**config.mk**
```make
export PLATFORM = sky130hd
export DESIGN_NAME = sha256_w_sched
export DESIGN_NICKNAME = d
export VERILOG_FILES = /design/src/rtl/sha256_pkg.sv /design/src/rtl/sha256_w_next.sv /design/src/rtl/sha256_w_sched.sv
export SDC_FILE = /design/constraint.sdc
export NUM_CORES = 2
export LEC_CHECK = 0
export BUFFER_PORTS_ARGS = -buffer_cell sky130_fd_sc_hd__buf_2
export CORE_ASPECT_RATIO = 1.5
export CORE_UTILIZATION = 46
export DETAILED_ROUTE_END_ITERATION = 8
export MAX_ROUTING_LAYER = met4
export PLACE_DENSITY_LB_ADDON = 0.2
export REMOVE_ABC_BUFFERS = 1
export SETUP_SLACK_MARGIN = 0.05
export SLEW_MARGIN = 20
export SYNTH_ARGS = -nofsm -noshare
export SYNTH_HDL_FRONTEND = slang
export SYNTH_SLANG_ARGS = --single-unit
```
**constraint.sdc**
```tcl
create_clock -name clk -period 19.95 [get_ports clk]
set_input_delay 0 -clock clk [delete_from_list [all_inputs] [get_ports clk]]
set_output_delay 0 -clock clk [all_outputs]
set_load 0.05 [all_outputs]
```
**src/rtl/sha256_pkg.sv**
```systemverilog
// Shared constants, FSM state type and rotate helper for the SHA-256 message schedule.
package sha256_pkg;

  localparam int WORD_W    = 32;
  localparam int BLOCK_W   = 512;
  localparam int NUM_WORDS = 64;
  localparam int WIN_WORDS = 16;
  localparam int IDX_W     = 6;

  // lowercase sigma0 / sigma1 rotate and shift amounts
  localparam int S0_R1 = 7;
  localparam int S0_R2 = 18;
  localparam int S0_SH = 3;
  localparam int S1_R1 = 17;
  localparam int S1_R2 = 19;
  localparam int S1_SH = 10;

  typedef enum logic {
    IDLE = 1'b0,
    RUN  = 1'b1
  } state_t;

  function automatic logic [WORD_W-1:0] rotr(input logic [WORD_W-1:0] x, input int n);
    return (x >> n) | (x << (WORD_W - n));
  endfunction

endpackage

```
**src/rtl/sha256_w_next.sv**
```systemverilog
// Next schedule word: sigma1(W[t-2]) + W[t-7] + sigma0(W[t-15]) + W[t-16], mod 2^32.
module sha256_w_next
  import sha256_pkg::*;
(
  input  logic [WORD_W-1:0] r0,
  input  logic [WORD_W-1:0] r1,
  input  logic [WORD_W-1:0] r9,
  input  logic [WORD_W-1:0] r14,
  output logic [WORD_W-1:0] wn
);

  logic [WORD_W-1:0] s0;
  logic [WORD_W-1:0] s1;

  assign s0 = rotr(r1, S0_R1) ^ rotr(r1, S0_R2) ^ (r1 >> S0_SH);
  assign s1 = rotr(r14, S1_R1) ^ rotr(r14, S1_R2) ^ (r14 >> S1_SH);
  assign wn = s1 + r9 + s0 + r0;

endmodule

```
**src/rtl/sha256_w_sched.sv**
```systemverilog
// SHA-256 message schedule: loads a 512-bit block, streams W[0..63] over a valid/ready port.
// Optional SHA256_WSCHED_BACK2BACK_EN lets the next block load on the W[63] handshake.
module sha256_w_sched
  import sha256_pkg::*;
(
  input  logic               clk,
  input  logic               rst,
  input  logic               blk_valid,
  output logic               blk_ready,
  input  logic [BLOCK_W-1:0] blk_data,
  output logic               w_valid,
  input  logic               w_ready,
  output logic [WORD_W-1:0]  w_data,
  output logic [IDX_W-1:0]   w_idx,
  output logic               w_last,
  output state_t             state
);

  // Handshakes: a transfer happens on a rising edge where valid and ready are both high;
  // valid never drops and its payload never changes until that transfer completes.

  logic [WORD_W-1:0] r     [WIN_WORDS];
  logic [WORD_W-1:0] blk_w [WIN_WORDS];
  logic [IDX_W-1:0]  idx;
  logic [WORD_W-1:0] wn;
  logic              last_idx;
  logic              w_hs;
  logic              blk_hs;

  // W[0] occupies the most significant word of the block
  always_comb begin
    for (int i = 0; i < WIN_WORDS; i++) begin
      blk_w[i] = blk_data[BLOCK_W-1-WORD_W*i -: WORD_W];
    end
  end

  sha256_w_next u_w_next (
    .r0  (r[0]),
    .r1  (r[1]),
    .r9  (r[9]),
    .r14 (r[14]),
    .wn  (wn)
  );

  assign last_idx = (idx == IDX_W'(NUM_WORDS - 1));
  assign w_valid  = (state == RUN);
  assign w_data   = r[0];
  assign w_idx    = idx;
  assign w_last   = w_valid && last_idx;
  assign w_hs     = w_valid && w_ready;
  assign blk_hs   = blk_valid && blk_ready;

`ifdef SHA256_WSCHED_BACK2BACK_EN
  assign blk_ready = (state == IDLE) || ((state == RUN) && last_idx && w_ready);
`else
  assign blk_ready = (state == IDLE);
`endif

  always_ff @(posedge clk or posedge rst) begin
    if (rst) begin
      state <= IDLE;
      idx   <= '0;
      for (int i = 0; i < WIN_WORDS; i++) begin
        r[i] <= '0;
      end
    end else begin
      case (state)
        IDLE: begin
          if (blk_hs) begin
            for (int i = 0; i < WIN_WORDS; i++) begin
              r[i] <= blk_w[i];
            end
            idx   <= '0;
            state <= RUN;
          end
        end
        RUN: begin
          if (w_hs) begin
            if (last_idx) begin
              idx   <= '0;
              state <= IDLE;
`ifdef SHA256_WSCHED_BACK2BACK_EN
              if (blk_hs) begin
                for (int i = 0; i < WIN_WORDS; i++) begin
                  r[i] <= blk_w[i];
                end
                state <= RUN;
              end
`endif
            end else begin
              for (int i = 0; i < WIN_WORDS - 1; i++) begin
                r[i] <= r[i+1];
              end
              r[WIN_WORDS-1] <= wn;
              idx            <= idx + IDX_W'(1);
            end
          end
        end
        default: state <= IDLE;
      endcase
    end
  end

endmodule
```
# ---- Yosys cells after proc, flatten, opt, wreduce, memory -nomap -nowiden
# Index checks and enable logic that the tools add are counted.
dict set report op_classes {
  n_reduce_logical 5
  mux 12
  n_addsub 4
  eq_ne 4
  bitwise_logic 9
}
# cell count
set op_table {}
lappend op_table {{512-bit 2-to-1 mux} 3}
lappend op_table {{512-bit one-hot mux with 2 select lines} 1}
lappend op_table {{32-bit adder} 3}
lappend op_table {{32-bit bitwise XOR} 2}
lappend op_table {{13-bit by 32-bit bitwise OR with 32-bit output} 1}
lappend op_table {{14-bit by 32-bit bitwise OR with 32-bit output} 1}
lappend op_table {{15-bit by 32-bit bitwise OR with 32-bit output} 1}
lappend op_table {{25-bit by 32-bit bitwise OR with 32-bit output} 1}
lappend op_table {{32-bit by 22-bit bitwise XOR with 32-bit output} 1}
lappend op_table {{32-bit by 29-bit bitwise XOR with 32-bit output} 1}
lappend op_table {{6-bit 2-to-1 mux} 3}
lappend op_table {{6-bit one-hot mux with 2 select lines} 1}
lappend op_table {{6-bit by 1-bit adder with 6-bit output (second input constant)} 1}
lappend op_table {{6-bit == test (second input constant)} 1}
lappend op_table {{2-bit by 1-bit != test with 1-bit output (second input constant)} 2}
lappend op_table {{1-bit logical AND} 3}
lappend op_table {{1-bit 2-to-1 mux} 3}
lappend op_table {{3-bit AND reduction} 1}
lappend op_table {{2-bit != test (second input constant)} 1}
lappend op_table {{1-bit one-hot mux with 2 select lines} 1}
lappend op_table {{2-bit AND reduction} 1}
lappend op_table {{1-bit inverter} 1}
dict set report totals {
  in_bits 516
  regBits 519
  word_cells 52
  out_inout_bits 42
}

# ---- Depth between registers and ports, before layout
dict set report depth {
  ltp_word 9
  ltp_mapped 15
  ltp_nobuf 14
}

# ---- Cells and area by module
# From an unflattened synthesis, not the netlist that was laid out.
dict set report hier_totals {
  cells_unflattened 2620
  hier_area_um2 27585.2
}
# module instances area_per_inst_um2 cells_each seq_area_each_um2
set modules_own_cells {}
lappend modules_own_cells {sha256_w_sched 1 23138.4 2092 12987.5}
lappend modules_own_cells {sha256_w_next 1 4446.8 528 0.0}

# ---- Worst setup path after synthesis
# No wires, ideal clock.
dict set report synth_timing {
  path_type {register to register}
  start {register r[43] (netlist bit)}
  end {register r[29] (netlist bit)}
  setup_ns 0.126
  period_less_slack_ns 3.865
  slack_ns 16.085
  n_path_buf 1
  arrival_time_ns 3.739
  t_required_ns 19.824
  stages_incl_launch_ff 16
  path_cell_list {dfrtp_1 clkbuf_1 xor2_1 xnor2_1 fa_1 inv_1 fa_1 ha_1 fa_1 a21oi_2 o211ai_2 a221o_1 nor4b_4 a21oi_2 xnor2_1 a221o_1}
}
dict set report synth_via {
  elab_chain_cells 9
  word_cells_on_any_way 10
  classes_between {3 x add/sub; 3 x mux; 4 x bitwise}
}
# item line
set synth_lines {}
lappend synth_lines {{start, declared} sha256_w_sched.sv:22} ;# logic [WORD_W-1:0] r [WIN_WORDS];
lappend synth_lines {{start signal, assigned by index} sha256_w_sched.sv:71} ;# r[i] <= blk_w[i];
lappend synth_lines {{start signal, assigned by index} sha256_w_sched.sv:92} ;# r[i] <= r[i+1];
lappend synth_lines {{start signal, assigned by index} sha256_w_sched.sv:94} ;# r[WIN_WORDS-1] <= wn;
lappend synth_lines {{13-bit by 32-bit bitwise OR with 32-bit output or 15-bit by 32-bit bitwise OR with 32-bit output (tied branches)} sha256_pkg.sv:24} ;# return (x >> n) | (x << (WORD_W - n));
lappend synth_lines {{32-bit bitwise XOR} sha256_w_next.sv:16} ;# assign s1 = rotr(r14, S1_R1) ^ rotr(r14, S1_R2) ^ (r14 >> S1_SH);
lappend synth_lines {{32-bit by 22-bit bitwise XOR with 32-bit output (*)} sha256_w_next.sv:16}
lappend synth_lines {{32-bit adder (*) (3 in a row)} sha256_w_next.sv:17} ;# assign wn = s1 + r9 + s0 + r0;
lappend synth_lines {{512-bit 2-to-1 mux (*)} sha256_w_sched.sv:79} ;# if (last_idx) begin
lappend synth_lines {{512-bit 2-to-1 mux (*)} sha256_w_sched.sv:78} ;# if (w_hs) begin
lappend synth_lines {{512-bit one-hot mux with 2 select lines (*)} sha256_w_sched.sv:67} ;# case (state)
# Mark *: on every way between the ends. The rest lies on a longest branch, timed or not. The select of a mux whose other input is x is not followed.
# A chain may end at the register's enable or synchronous reset.

# ---- Final worst setup path
dict set report layout_timing {
  start {register r[50] (netlist bit)}
  end {register r[29] (netlist bit)}
}
dict set report layout_via {
  elab_chain_cells 9
}
# item line
set layout_lines {}
lappend layout_lines {{15-bit by 32-bit bitwise OR with 32-bit output} sha256_pkg.sv:24}
lappend layout_lines {{32-bit bitwise XOR} sha256_w_next.sv:16}
lappend layout_lines {{32-bit by 22-bit bitwise XOR with 32-bit output (*)} sha256_w_next.sv:16}
lappend layout_lines {{32-bit adder (*) (3 in a row)} sha256_w_next.sv:17}
lappend layout_lines {{512-bit 2-to-1 mux (*)} sha256_w_sched.sv:79}
lappend layout_lines {{512-bit 2-to-1 mux (*)} sha256_w_sched.sv:78}
lappend layout_lines {{512-bit one-hot mux with 2 select lines (*)} sha256_w_sched.sv:67}
# Marks and branches as above.

==> flow_summary.ini <==
[cts]
htreeDepth = 2
cts_buffer_depth = 3
postCtsSetupBuffers = 0
clkLatencyLatePin_ns = 0.62
numCtsBuffers = 53
root_buffer = clkbuf_16
cts_tree = yes
ctsHoldBuffers = 515
clkSinkCount = 519
post_cts_resized = 0
clk_pin_slew_ns = 0.06

[synth]
yosysSeqAreaShare = 0.457
synth_cell_types = 57
synth_edf_count = 0
yosys.cell_count.top_type = dfrtp_1
yosys_most_used_dff = dfrtp_1
synth_area_mm2 = 0.0284
syn_area_per_cell_um2 = 9.83
ys_warn_count = 0
synth_area_leaders = dfrtp_1, mux2i_1, o21ai_0, nand2_1, fa_1
synth.top_cell.area_share = 0.457
synthTopCellsByCount = dfrtp_1, nand2_1, mux2i_1
netlist_instances = 2893
synth_top_cell_by_area = dfrtp_1
postSynth.asyncResetShare = 1.00
ys_ff_latch = 519

[global_route]
grt_pass1_wl_um = 146000
grt_max_degree = 265
track_usage = 0.312
grt_pass1_vias = 26100
grt_antenna_before_repair = 21
grt_overflow = 0

[critical_path]
cpPeakStageDelay_ns = 0.51
crit_required_ns = 20.45
critPathArrivalTime_ns = 4.84
critPathKind = register to register
slowest_stage = dfrtp_1
cp_cell_sequence = xor2_1 > xnor2_1 > fa_1 > inv_1 > fa_1 > ha_1 > fa_1 > a21oi_2 > o211ai_2 > a221o_1 > nor4b_4 > a21oi_2 > xnor2_1 > a221o_1
critPathMaxFanout = 5
crit_path_start_kind = register
cp-end-kind = register
crit_top_cell = fa_1

[floorplan]
die_h_um = 307
initial_core_util = 0.465
fp.dieArea_mm2 = 0.0628
core_mm2 = 0.0611
io_pins = 558
rows = 111
die_w_um = 205

[place]
dp.cells = 3995
dpl-instance-area_mm2 = 0.0312
gp_routability_congestion = 0.931
dp_hpwl_um = 64500
preCtsSetupSlack_ns = 15.62
numPortBuffers = 557

[worst_hold_path]
hp-class = primary input to register

[flow_run]
max-cap-violations = 0

[sta]
drv_slew = 0
setup_tns_ns = 0
max_clock_freq_mhz = 231
worst_slew_pin_slew_ns = 1.13
skew_ns = 0.0126
fin_ws_ns = 15.62
setup_viol = 0
rsz0062_at_grt = false
relSlewSlack = 0.246
hold_violations = 0
fin_crit_sh = 0.217
min_period_ns = 4.33

[route]
drcViolationCount = 0
drtIter0Drc = 1719
wl_um = 95100
ant_nets = 0
wl_per_cell_um = 20.5
firstDrtPassIters = 6
viasPerCell = 5.27
num_vias = 24400

[run_status]
outcome = finished clean

[cells_and_area]
fin_cells = 4631
fin_util = 0.626
drive_above_1_share = 0.179
nets = 4384
final_cell_area_mm2 = 0.0383
area_growth_pct = 34.6

[pwr]
peakVddDrop_v = 0.000154
powerDensity_mw_per_mm2 = 159
leakagePower_nw = 20.6
[layout make-up]
cell class,count,area [um^2]
clock inverter,24,364
fill,4903,22800
timing repair buffer,1094,8150
sequential,519,13000
multi-input combinational,1975,13700
tap,791,990
clock buffer,76,1520
antenna,21,52.6
inverter,131,499
[per-layer routing]
layer  GRT usage  routed length (um)  share of wire
met3      0.0424                4470          0.047
met4       0.149                4810          0.051
met1       0.353               36600           0.38
met2       0.539               49200           0.52
met5           -                   0              0
[cell usage in the layout, fill, tap and decap left out, types with 5 or more instances in the layout]
| master | instances |
|---|---|
| nand3_1 | 17 |
| or3_1 | 10 |
| a21oi_1 | 48 |
| buf_4 | 15 |
| clkinv_2 | 9 |
| inv_1 | 130 |
| a21oi_2 | 6 |
| o21ai_1 | 87 |
| o22ai_1 | 8 |
| nand4_1 | 9 |
| xnor2_1 | 87 |
| dfrtp_1 | 518 |
| clkbuf_16 | 55 |
| and3_1 | 17 |
| a21o_1 | 14 |
| o21ai_0 | 435 |
| clkbuf_1 | 15 |
| mux2i_1 | 490 |
| fa_1 | 62 |
| buf_2 | 557 |
| buf_6 | 5 |
| ha_1 | 32 |
| dlygate4sd3_1 | 515 |
| clkbuf_8 | 6 |
| diode_2 | 21 |
| xor2_1 | 58 |
| nand2_1 | 517 |
| o211ai_1 | 5 |
| nor2_1 | 24 |
| bufinv_16 | 9 |
[report_power, final]
part / switching (mW) / internal (mW)
clock: 0.446 / 0.647
sequential: 0.272 / 1.33
combinational: 2.00 / 1.37
[stage by stage]
stage / hold slack [ns] / power [mW]
after floorplan: 0.0891 / 3.95
after global placement: 0.262 / 4.83
after detailed placement: 0.272 / 4.86
after CTS: 0.0417 / 6.07
after global routing: 0.121 / 6.51
final: 0.0648 / 6.07
[worst max-delay path: cells and delay by family, from the launching register on]
kind | cells | cell delay, ns
flops | 1 | 0.51
buf+inv | 1 | 0.09
xor+xnor | 3 | 0.56
simple gates | 1 | 0.18
compound gates | 5 | 1.30
fa+ha+maj | 4 | 1.59
[path summary, 6_finish.rpt]
kind,startpoint,end,slack (ns),cells after the start
worst max-delay path,r[50]$_DFFE_PP0P_,r[29]$_DFFE_PP0P_,15.62,14
min in group asynchronous,rst,r[292]$_DFFE_PP0P_,0.13,3
worst min register to register,r[144]$_DFFE_PP0P_,r[144]$_DFFE_PP0P_,0.48,2
worst min-delay path,blk_data[27],r[27]$_DFFE_PP0P_,0.06,5
worst max register to register,r[50]$_DFFE_PP0P_,r[29]$_DFFE_PP0P_,15.62,14
max in group asynchronous,rst,r[126]$_DFFE_PP0P_,16.92,6
[state kept, by name, summed over array words and instances (netlist names)]
| signal | cells |
|---|---|
| w_data | 32 |
| w_idx | 6 |
| r | 480 |
| state | 1 |
[logic make-up after synthesis]
group,Yosys count,share of synthesized area
AO/OA/AOI/OAI,638,0.120
AND/OR/NAND/NOR,607,0.0857
flip-flops,519,0.457
multiplexers,491,0.173
buffers and inverters,399,0.0616
XOR/XNOR,145,0.0447
adder cells (fa/ha/maj),94,0.0577
No activity file was read; power rests on OpenSTA's default activity.
